[config.mk]
export PLATFORM = sky130hd
export DESIGN_NAME = victim_cache_ctrl
export DESIGN_NICKNAME = d
export VERILOG_FILES = /design/src/rtl/victim_cache_ctrl_pkg.sv /design/src/rtl/victim_cache_ctrl_tag_array.sv /design/src/rtl/victim_cache_ctrl.sv
export SDC_FILE = /design/constraint.sdc
export NUM_CORES = 1
export LEC_CHECK = 0
export CORE_AREA = 5 5 282 284
export DETAILED_ROUTE_END_ITERATION = 7
export DIE_AREA = 0 0 287 289
export SLEW_MARGIN = 20
export SYNTH_ARGS = -nofsm -noshare
export SYNTH_HDL_FRONTEND = slang
export SYNTH_HIERARCHICAL = 1
export SYNTH_SLANG_ARGS = --single-unit
[constraint.sdc]
create_clock -name clk_i -period 9.6 [get_ports clk_i]
set_input_delay 1.92 -clock clk_i [delete_from_list [all_inputs] [get_ports clk_i]]
set_output_delay 1.92 -clock clk_i [all_outputs]
set_load 0.05 [all_outputs]
[src/rtl/victim_cache_ctrl_pkg.sv]
// Shared sizing, block/request payload types and FSM encoding for the victim cache controller.
package cache_def;
    localparam int unsigned WAYS_VC      = 4;
    localparam int unsigned INDEX_WAY_VC = 2;
    localparam int unsigned TAG_VC       = 28;
    localparam int unsigned BLOCK_W      = 128;

    typedef logic [BLOCK_W-1:0] cache_data_type;

    typedef struct packed {
        logic [TAG_VC-1:0] tag;
        logic              dirty;
        cache_data_type    data;
    } vc_req_t;

    typedef enum logic [2:0] {
        IDLE,
        P_LOOKUP,
        P_RESP,
        I_CHECK,
        I_WB,
        I_WRITE
    } vc_state_e;
endpackage

[src/rtl/victim_cache_ctrl_tag_array.sv]
// Per-way valid/dirty/tag storage with lowest-index tag match and lowest free-way search.
module vc_tag_array
    import cache_def::*;
(
    input  logic                    clk_i,
    input  logic                    rst_i,
    input  logic [TAG_VC-1:0]       cmp_tag_i,
    input  logic [INDEX_WAY_VC-1:0] rd_way_i,
    input  logic                    wr_en_i,
    input  logic [INDEX_WAY_VC-1:0] wr_way_i,
    input  logic [TAG_VC-1:0]       wr_tag_i,
    input  logic                    wr_dirty_i,
    input  logic                    clr_en_i,
    input  logic [INDEX_WAY_VC-1:0] clr_way_i,
    output logic                    hit_c,
    output logic [INDEX_WAY_VC-1:0] hit_way_c,
    output logic                    hit_dirty_c,
    output logic                    free_c,
    output logic [INDEX_WAY_VC-1:0] free_way_c,
    output logic                    rd_valid_c,
    output logic                    rd_dirty_c,
    output logic [TAG_VC-1:0]       rd_tag_c
);
    logic [WAYS_VC-1:0] valid_q, valid_d;
    logic [WAYS_VC-1:0] dirty_q, dirty_d;
    logic [TAG_VC-1:0]  tag_q [WAYS_VC];
    logic [TAG_VC-1:0]  tag_d [WAYS_VC];

    always_ff @(posedge clk_i) begin
        if (rst_i) begin
            valid_q <= '0;
            dirty_q <= '0;
            for (int unsigned i = 0; i < WAYS_VC; i++) tag_q[i] <= '0;
        end else begin
            valid_q <= valid_d;
            dirty_q <= dirty_d;
            tag_q   <= tag_d;
        end
    end

    // A fill in the same cycle as a clear targets a different way; write wins if they ever coincide.
    always_comb begin
        valid_d = valid_q;
        dirty_d = dirty_q;
        tag_d   = tag_q;
        if (clr_en_i) begin
            valid_d[clr_way_i] = 1'b0;
            dirty_d[clr_way_i] = 1'b0;
        end
        if (wr_en_i) begin
            valid_d[wr_way_i] = 1'b1;
            dirty_d[wr_way_i] = wr_dirty_i;
            tag_d[wr_way_i]   = wr_tag_i;
        end
    end

    // Scan high-to-low so the lowest matching / free way is the one left standing.
    always_comb begin
        hit_c      = 1'b0;
        hit_way_c  = '0;
        free_c     = 1'b0;
        free_way_c = '0;
        for (int i = int'(WAYS_VC) - 1; i >= 0; i--) begin
            if (valid_q[i] && (tag_q[i] == cmp_tag_i)) begin
                hit_c     = 1'b1;
                hit_way_c = INDEX_WAY_VC'(i);
            end
            if (!valid_q[i]) begin
                free_c     = 1'b1;
                free_way_c = INDEX_WAY_VC'(i);
            end
        end
    end

    assign hit_dirty_c = dirty_q[hit_way_c];
    assign rd_valid_c  = valid_q[rd_way_i];
    assign rd_dirty_c  = dirty_q[rd_way_i];
    assign rd_tag_c    = tag_q[rd_way_i];
endmodule

[src/rtl/victim_cache_ctrl.sv]
// Victim cache controller: probe (swap-out on hit) and insert (with dirty writeback) sequencing.
module victim_cache_ctrl
    import cache_def::*;
(
    input  logic                    clk_i,
    input  logic                    rst_i,
    input  logic                    probe_valid_i,
    input  logic [TAG_VC-1:0]       probe_tag_i,
    output logic                    probe_ready_o,
    output logic                    probe_done_o,
    output logic                    probe_hit_o,
    output logic                    probe_dirty_o,
    output cache_data_type          probe_data_o,
    input  logic                    ins_valid_i,
    input  logic [TAG_VC-1:0]       ins_tag_i,
    input  cache_data_type          ins_data_i,
    input  logic                    ins_dirty_i,
    output logic                    ins_ready_o,
    output logic                    wb_valid_o,
    output logic [TAG_VC-1:0]       wb_tag_o,
    output cache_data_type          wb_data_o,
    input  logic                    wb_ready_i,
    output logic                    data_we_o,
    output logic [INDEX_WAY_VC-1:0] data_way_o,
    output cache_data_type          data_write_o,
    input  cache_data_type          data_read_i
);
    vc_state_e               state_q, state_d;
    vc_req_t                 req_q, req_d;
    logic [INDEX_WAY_VC-1:0] way_q, way_d;
    logic [INDEX_WAY_VC-1:0] ptr_q, ptr_d;
    logic                    hit_q, hit_d;
    logic                    hdirty_q, hdirty_d;
    logic                    from_ptr_q, from_ptr_d;

    logic [INDEX_WAY_VC-1:0] victim_c, rd_way_c;
    logic                    victim_from_ptr_c;
    logic                    wr_en_c, clr_en_c;
    logic                    ta_hit_c, ta_free_c, ta_hit_dirty_c;
    logic [INDEX_WAY_VC-1:0] ta_hit_way_c, ta_free_way_c;
    logic                    ta_rd_valid_c, ta_rd_dirty_c;
    logic [TAG_VC-1:0]       ta_rd_tag_c;

    vc_tag_array u_tag_array (
        .clk_i       (clk_i),
        .rst_i       (rst_i),
        .cmp_tag_i   (req_q.tag),
        .rd_way_i    (rd_way_c),
        .wr_en_i     (wr_en_c),
        .wr_way_i    (way_q),
        .wr_tag_i    (req_q.tag),
        .wr_dirty_i  (req_q.dirty),
        .clr_en_i    (clr_en_c),
        .clr_way_i   (way_q),
        .hit_c       (ta_hit_c),
        .hit_way_c   (ta_hit_way_c),
        .hit_dirty_c (ta_hit_dirty_c),
        .free_c      (ta_free_c),
        .free_way_c  (ta_free_way_c),
        .rd_valid_c  (ta_rd_valid_c),
        .rd_dirty_c  (ta_rd_dirty_c),
        .rd_tag_c    (ta_rd_tag_c)
    );

    always_ff @(posedge clk_i) begin
        if (rst_i) begin
            state_q    <= IDLE;
            req_q      <= '0;
            way_q      <= '0;
            ptr_q      <= '0;
            hit_q      <= 1'b0;
            hdirty_q   <= 1'b0;
            from_ptr_q <= 1'b0;
        end else begin
            state_q    <= state_d;
            req_q      <= req_d;
            way_q      <= way_d;
            ptr_q      <= ptr_d;
            hit_q      <= hit_d;
            hdirty_q   <= hdirty_d;
            from_ptr_q <= from_ptr_d;
        end
    end

    // Victim priority: same-tag overwrite, then lowest free way, then FIFO pointer.
    always_comb begin
        victim_c          = ptr_q;
        victim_from_ptr_c = 1'b1;
        if (ta_hit_c) begin
            victim_c          = ta_hit_way_c;
            victim_from_ptr_c = 1'b0;
        end else if (ta_free_c) begin
            victim_c          = ta_free_way_c;
            victim_from_ptr_c = 1'b0;
        end
    end

    assign rd_way_c = (state_q == I_CHECK) ? victim_c : way_q;

    always_comb begin
        state_d       = state_q;
        req_d         = req_q;
        way_d         = way_q;
        ptr_d         = ptr_q;
        hit_d         = hit_q;
        hdirty_d      = hdirty_q;
        from_ptr_d    = from_ptr_q;
        wr_en_c       = 1'b0;
        clr_en_c      = 1'b0;
        probe_ready_o = 1'b0;
        ins_ready_o   = 1'b0;
        probe_done_o  = 1'b0;
        probe_hit_o   = 1'b0;
        probe_dirty_o = 1'b0;
        probe_data_o  = '0;
        wb_valid_o    = 1'b0;
        wb_tag_o      = '0;
        wb_data_o     = '0;
        data_we_o     = 1'b0;
        data_way_o    = way_q;
        data_write_o  = '0;

        unique case (state_q)
            IDLE: begin
                probe_ready_o = 1'b1;
                ins_ready_o   = !probe_valid_i;
                if (probe_valid_i) begin
                    req_d.tag = probe_tag_i;
                    state_d   = P_LOOKUP;
                end else if (ins_valid_i) begin
                    req_d.tag   = ins_tag_i;
                    req_d.data  = ins_data_i;
                    req_d.dirty = ins_dirty_i;
                    state_d     = I_CHECK;
                end
            end
            P_LOOKUP: begin
                data_way_o = ta_hit_way_c;
                way_d      = ta_hit_way_c;
                hit_d      = ta_hit_c;
                hdirty_d   = ta_hit_dirty_c;
                state_d    = P_RESP;
            end
            P_RESP: begin
                probe_done_o  = 1'b1;
                probe_hit_o   = hit_q;
                probe_dirty_o = hit_q & hdirty_q;
                probe_data_o  = hit_q ? data_read_i : '0;
                clr_en_c      = hit_q;
                state_d       = IDLE;
            end
            I_CHECK: begin
                data_way_o = victim_c;
                way_d      = victim_c;
                from_ptr_d = victim_from_ptr_c;
                if (ta_rd_valid_c && ta_rd_dirty_c && (ta_rd_tag_c != req_q.tag)) begin
                    state_d = I_WB;
                end else begin
                    state_d = I_WRITE;
                end
            end
            I_WB: begin
                wb_valid_o = 1'b1;
                wb_tag_o   = ta_rd_tag_c;
                wb_data_o  = data_read_i;
                if (wb_ready_i) state_d = I_WRITE;
            end
            I_WRITE: begin
                data_we_o    = 1'b1;
                data_write_o = req_q.data;
                wr_en_c      = 1'b1;
                if (from_ptr_q) begin
                    ptr_d = (ptr_q == INDEX_WAY_VC'(WAYS_VC - 1)) ? '0 : ptr_q + 1'b1;
                end
                state_d = IDLE;
            end
            default: state_d = IDLE;
        endcase
    end
endmodule

==> impl_metrics.tcl <==
set metrics [dict create \
    cp_cell_sequence "xor2_1, nor4_1, nand4_1, nor4_2, nand3b_1, nand2_1, o21ai_0, mux2_4, mux4_2, and3_1, clkdlybuf4s50_1" \
    max_stage_delay_ns 0.71 \
    area_growth_pct 57.9 \
    period_share_pct 74.5 \
    cts_resized 0 \
    maxSlewHeadroom_pct 22.6 \
    via_count 17166 \
    crit_fanout 30 \
    synthCells 2038 \
    dieWidth_um 287 \
    start_kind "register" \
    start_util_pct 20.7 \
    finalNetCount 2961 \
    synth.cell_area_mm2 0.0159 \
    grtUsageTotal_pct 19.3 \
    avgRoutedWirePerCell_um 23.1 \
    path_clk_slew_ns 0.06 \
    core_area_mm2 0.0768 \
    cp-end-kind "output port" \
    status "completed" \
    synth_edf_count 0 \
    p_leak_nw 9.64 \
    intPower_w 0.00234 \
    clkPwrFrac_pct 41.6 \
    finalSetupViolCount 0 \
    synthDistinctLibCells 52 \
    crit_type "reg -> out" \
    fin_tns_setup_ns 0 \
    htree_levels 2 \
    hp-start "req_q[79]" \
    root_buffer "clkbuf_16" \
    num_io_pins 739 \
    reg2reg_from "req_q[133]" \
    dpl.cell_count 3645 \
    synth_seq_area_share_pct 36.2 \
    finalMaxSlewViolations 0 \
    cts_tree "done" \
    clock_sinks 287 \
    hpwl_um 65800 \
    initialDrtViolationCount 1311 \
    drive_above_1_share_pct 5.88 \
    rows 102 \
    yosysMostFrequentCell "nand2_1" \
    hold_path_end "req_q[79]" \
    synth_warnings 6 \
    synth_fp_nets 2357 \
    ys_ff_latch 287 \
    hold_buffers 0 \
    r2r_cells 14 \
    drc 0 \
    final-instance-count-excl-fill 3712 \
    ant_nets 0 \
    worstSkewPairLatency_ns 0.57 \
    dieArea_mm2 0.0829 \
    hold_viol 0 \
    cts_setup_buffers 0 \
    pwr-share-comb_pct 18.7 \
    die_y_um 289 \
    grt_max_degree 124 \
    crit_slowest_cell "clkdlybuf4s50_1" \
    finClkSkew_ns 0.0327 \
    rsz0062_at_grt "no" \
    post_drt_via_cell_ratio 4.62 \
    reg2reg_to "state_q[0]" \
    required_ns 7.68 \
    worst_slew_pin_slew_ns 1.16 \
    async_flop_share_pct 0 \
    syn_avg_cell_area_um2 7.79 \
    power-per-cell-area_mw_per_mm2 134 \
    synth_area_leaders "dfxtp_1 (36%), nand2_1 (12%), and3_1 (11%)" \
    cts_buffers 35 \
    arrival_ns 5.23 \
    synth_top_area_cell "dfxtp_1" \
    fillerInstances 8227 \
    synth_common_cells "nand2_1 (508), dfxtp_1 (287), and3_1 (286)" \
    r2r_slack_ns 4.48 \
    antenna_found_initial 7 \
    power_frac_seq_pct 39.6 \
    drt_wl_total_um 85700 \
    grt_remaining_overflow 0 \
    drv_cap 0 \
    fmax_mhz 140 \
    period_needed_ns 7.15 \
    grt_pass1_wl_um 119000 \
    place_congestion 0.940 \
    swShare_pct 30.1 \
    whs_path_depth 2 \
    ir_worst_vdd_mv 0.131 \
    hold_class "reg -> reg" \
    first_pass_iters 5 \
    portBuffers 738 \
    clockBufferDepth 3 \
    grt_pass1_vias 16012 \
    synth_top_area_share_pct 36.2 \
    synth_ff_type "dfxtp_1" \
    switchingPower_w 0.00101 \
]
-- metal layers --
layer | GRT usage [%] | up-vias | part of all wire, %
li1 | - | 8091 | -
met1 | 25.7 | 8156 | 43
met2 | 31.4 | 817 | 46
met3 | 3.88 | 102 | 7.7
met4 | 6.37 | 0 | 3.5
met5 | 0 | - | 0
-- power by group through the flow --
stage	combinational [W]	sequential, W	clock [W]
detailed placement	0.000623	0.00135	0
floorplan	0.000370	0.00131	0
global route	0.000668	0.00134	0.00148
CTS	0.000627	0.00133	0.00144
global placement	0.000623	0.00135	0
finish	0.000628	0.00133	0.00140
-- worst max-delay path: cells and delay by family (launching register included) --
family                 cells  cell delay (ns)
multiplexers               2             1.23
buffers and inverters      1             0.71
AO/OA/AOI/OAI              1             0.11
AND/OR/NAND/NOR            6             1.81
XOR/XNOR                   1             0.13
flip-flops                 1             0.62
-- worst max-delay path by stage --
stage              endpoint        from  slack, ns
2_1_floorplan  wb_tag_o[12]  req_q[133]       4.10
3_5_place_dp   wb_tag_o[22]  req_q[133]       3.09
6_report       wb_tag_o[25]  req_q[133]       2.45
3_3_place_gp   wb_tag_o[22]  req_q[133]       2.77
5_1_grt         wb_tag_o[1]  req_q[133]       2.17
4_1_cts        wb_tag_o[22]  req_q[133]       2.46
-- area by class of cell --
type,instances,area [µm²],area share [%]
clock buffer,51,1040,4.13
inverter,5,18.8,0.0748
timing repair buffer,758,7570,30.2
clock inverter,12,175,0.698
sequential,287,5750,22.9
tap,1040,1300,5.19
multi-input combinational,1555,9220,36.8
antenna,4,10.0,0.0399
-- registers in the layout (all words and copies together) (netlist names) --
signal / flops
req_q: 157
u_tag_array/tag_q: 112
u_tag_array/dirty_q: 4
u_tag_array/valid_q: 4
state_q: 3
ptr_q: 2
way_q: 2
from_ptr_q: 1
hdirty_q: 1
hit_q: 1
-- through the flow --
stage               hold slack (ns)  worst slack, ns  cell area (µm²)  util, %  total power, W
floorplan                     0.432             4.10            15900        -         0.00168
global placement              0.437             2.77            23800     31.0         0.00197
detailed placement            0.442             3.09            23900     31.1         0.00198
CTS                           0.449             2.46            25100     32.6         0.00339
global route                  0.459             2.17            25100     32.6         0.00349
finish                        0.447             2.45            25100     32.7         0.00335
-- logic make-up (layout without fill, tap and decap cells) --
| kind of cell | after synthesis | count (layout) | share of synthesized area [%] |
|---|---|---|---|
| buffers and inverters | 196 | 826 | 6.18 |
| AND/OR/NAND/NOR | 1055 | 1055 | 33.2 |
| multiplexers | 37 | 37 | 4.71 |
| XOR/XNOR | 136 | 136 | 7.73 |
| AO/OA/AOI/OAI | 326 | 326 | 12.0 |
| other | 0 | 4 | 0 |
| adder cells (fa/ha/maj) | 1 | 1 | 0.0788 |
| flip-flops | 287 | 287 | 36.2 |
-- cells in the final DEF, fill, tap and decap left out, types with 8 or more instances in the layout --
cell type	synthesis	layout
clkdlybuf4s50_1	0	737
nand2_1	508	507
and3_1	286	286
dfxtp_1	287	285
a21oi_1	259	259
and2_1	130	130
xnor2_1	67	67
xor2_1	64	64
nor2_1	46	42
clkbuf_16	0	35
mux4_2	30	30
a22oi_1	28	28
nand4_1	21	21
a211oi_2	21	21
nor4_1	18	18
buf_4	4	18
nand3_1	12	11
clkbuf_8	0	10
a211oi_1	8	8
(Power assumes the default switching activity.)
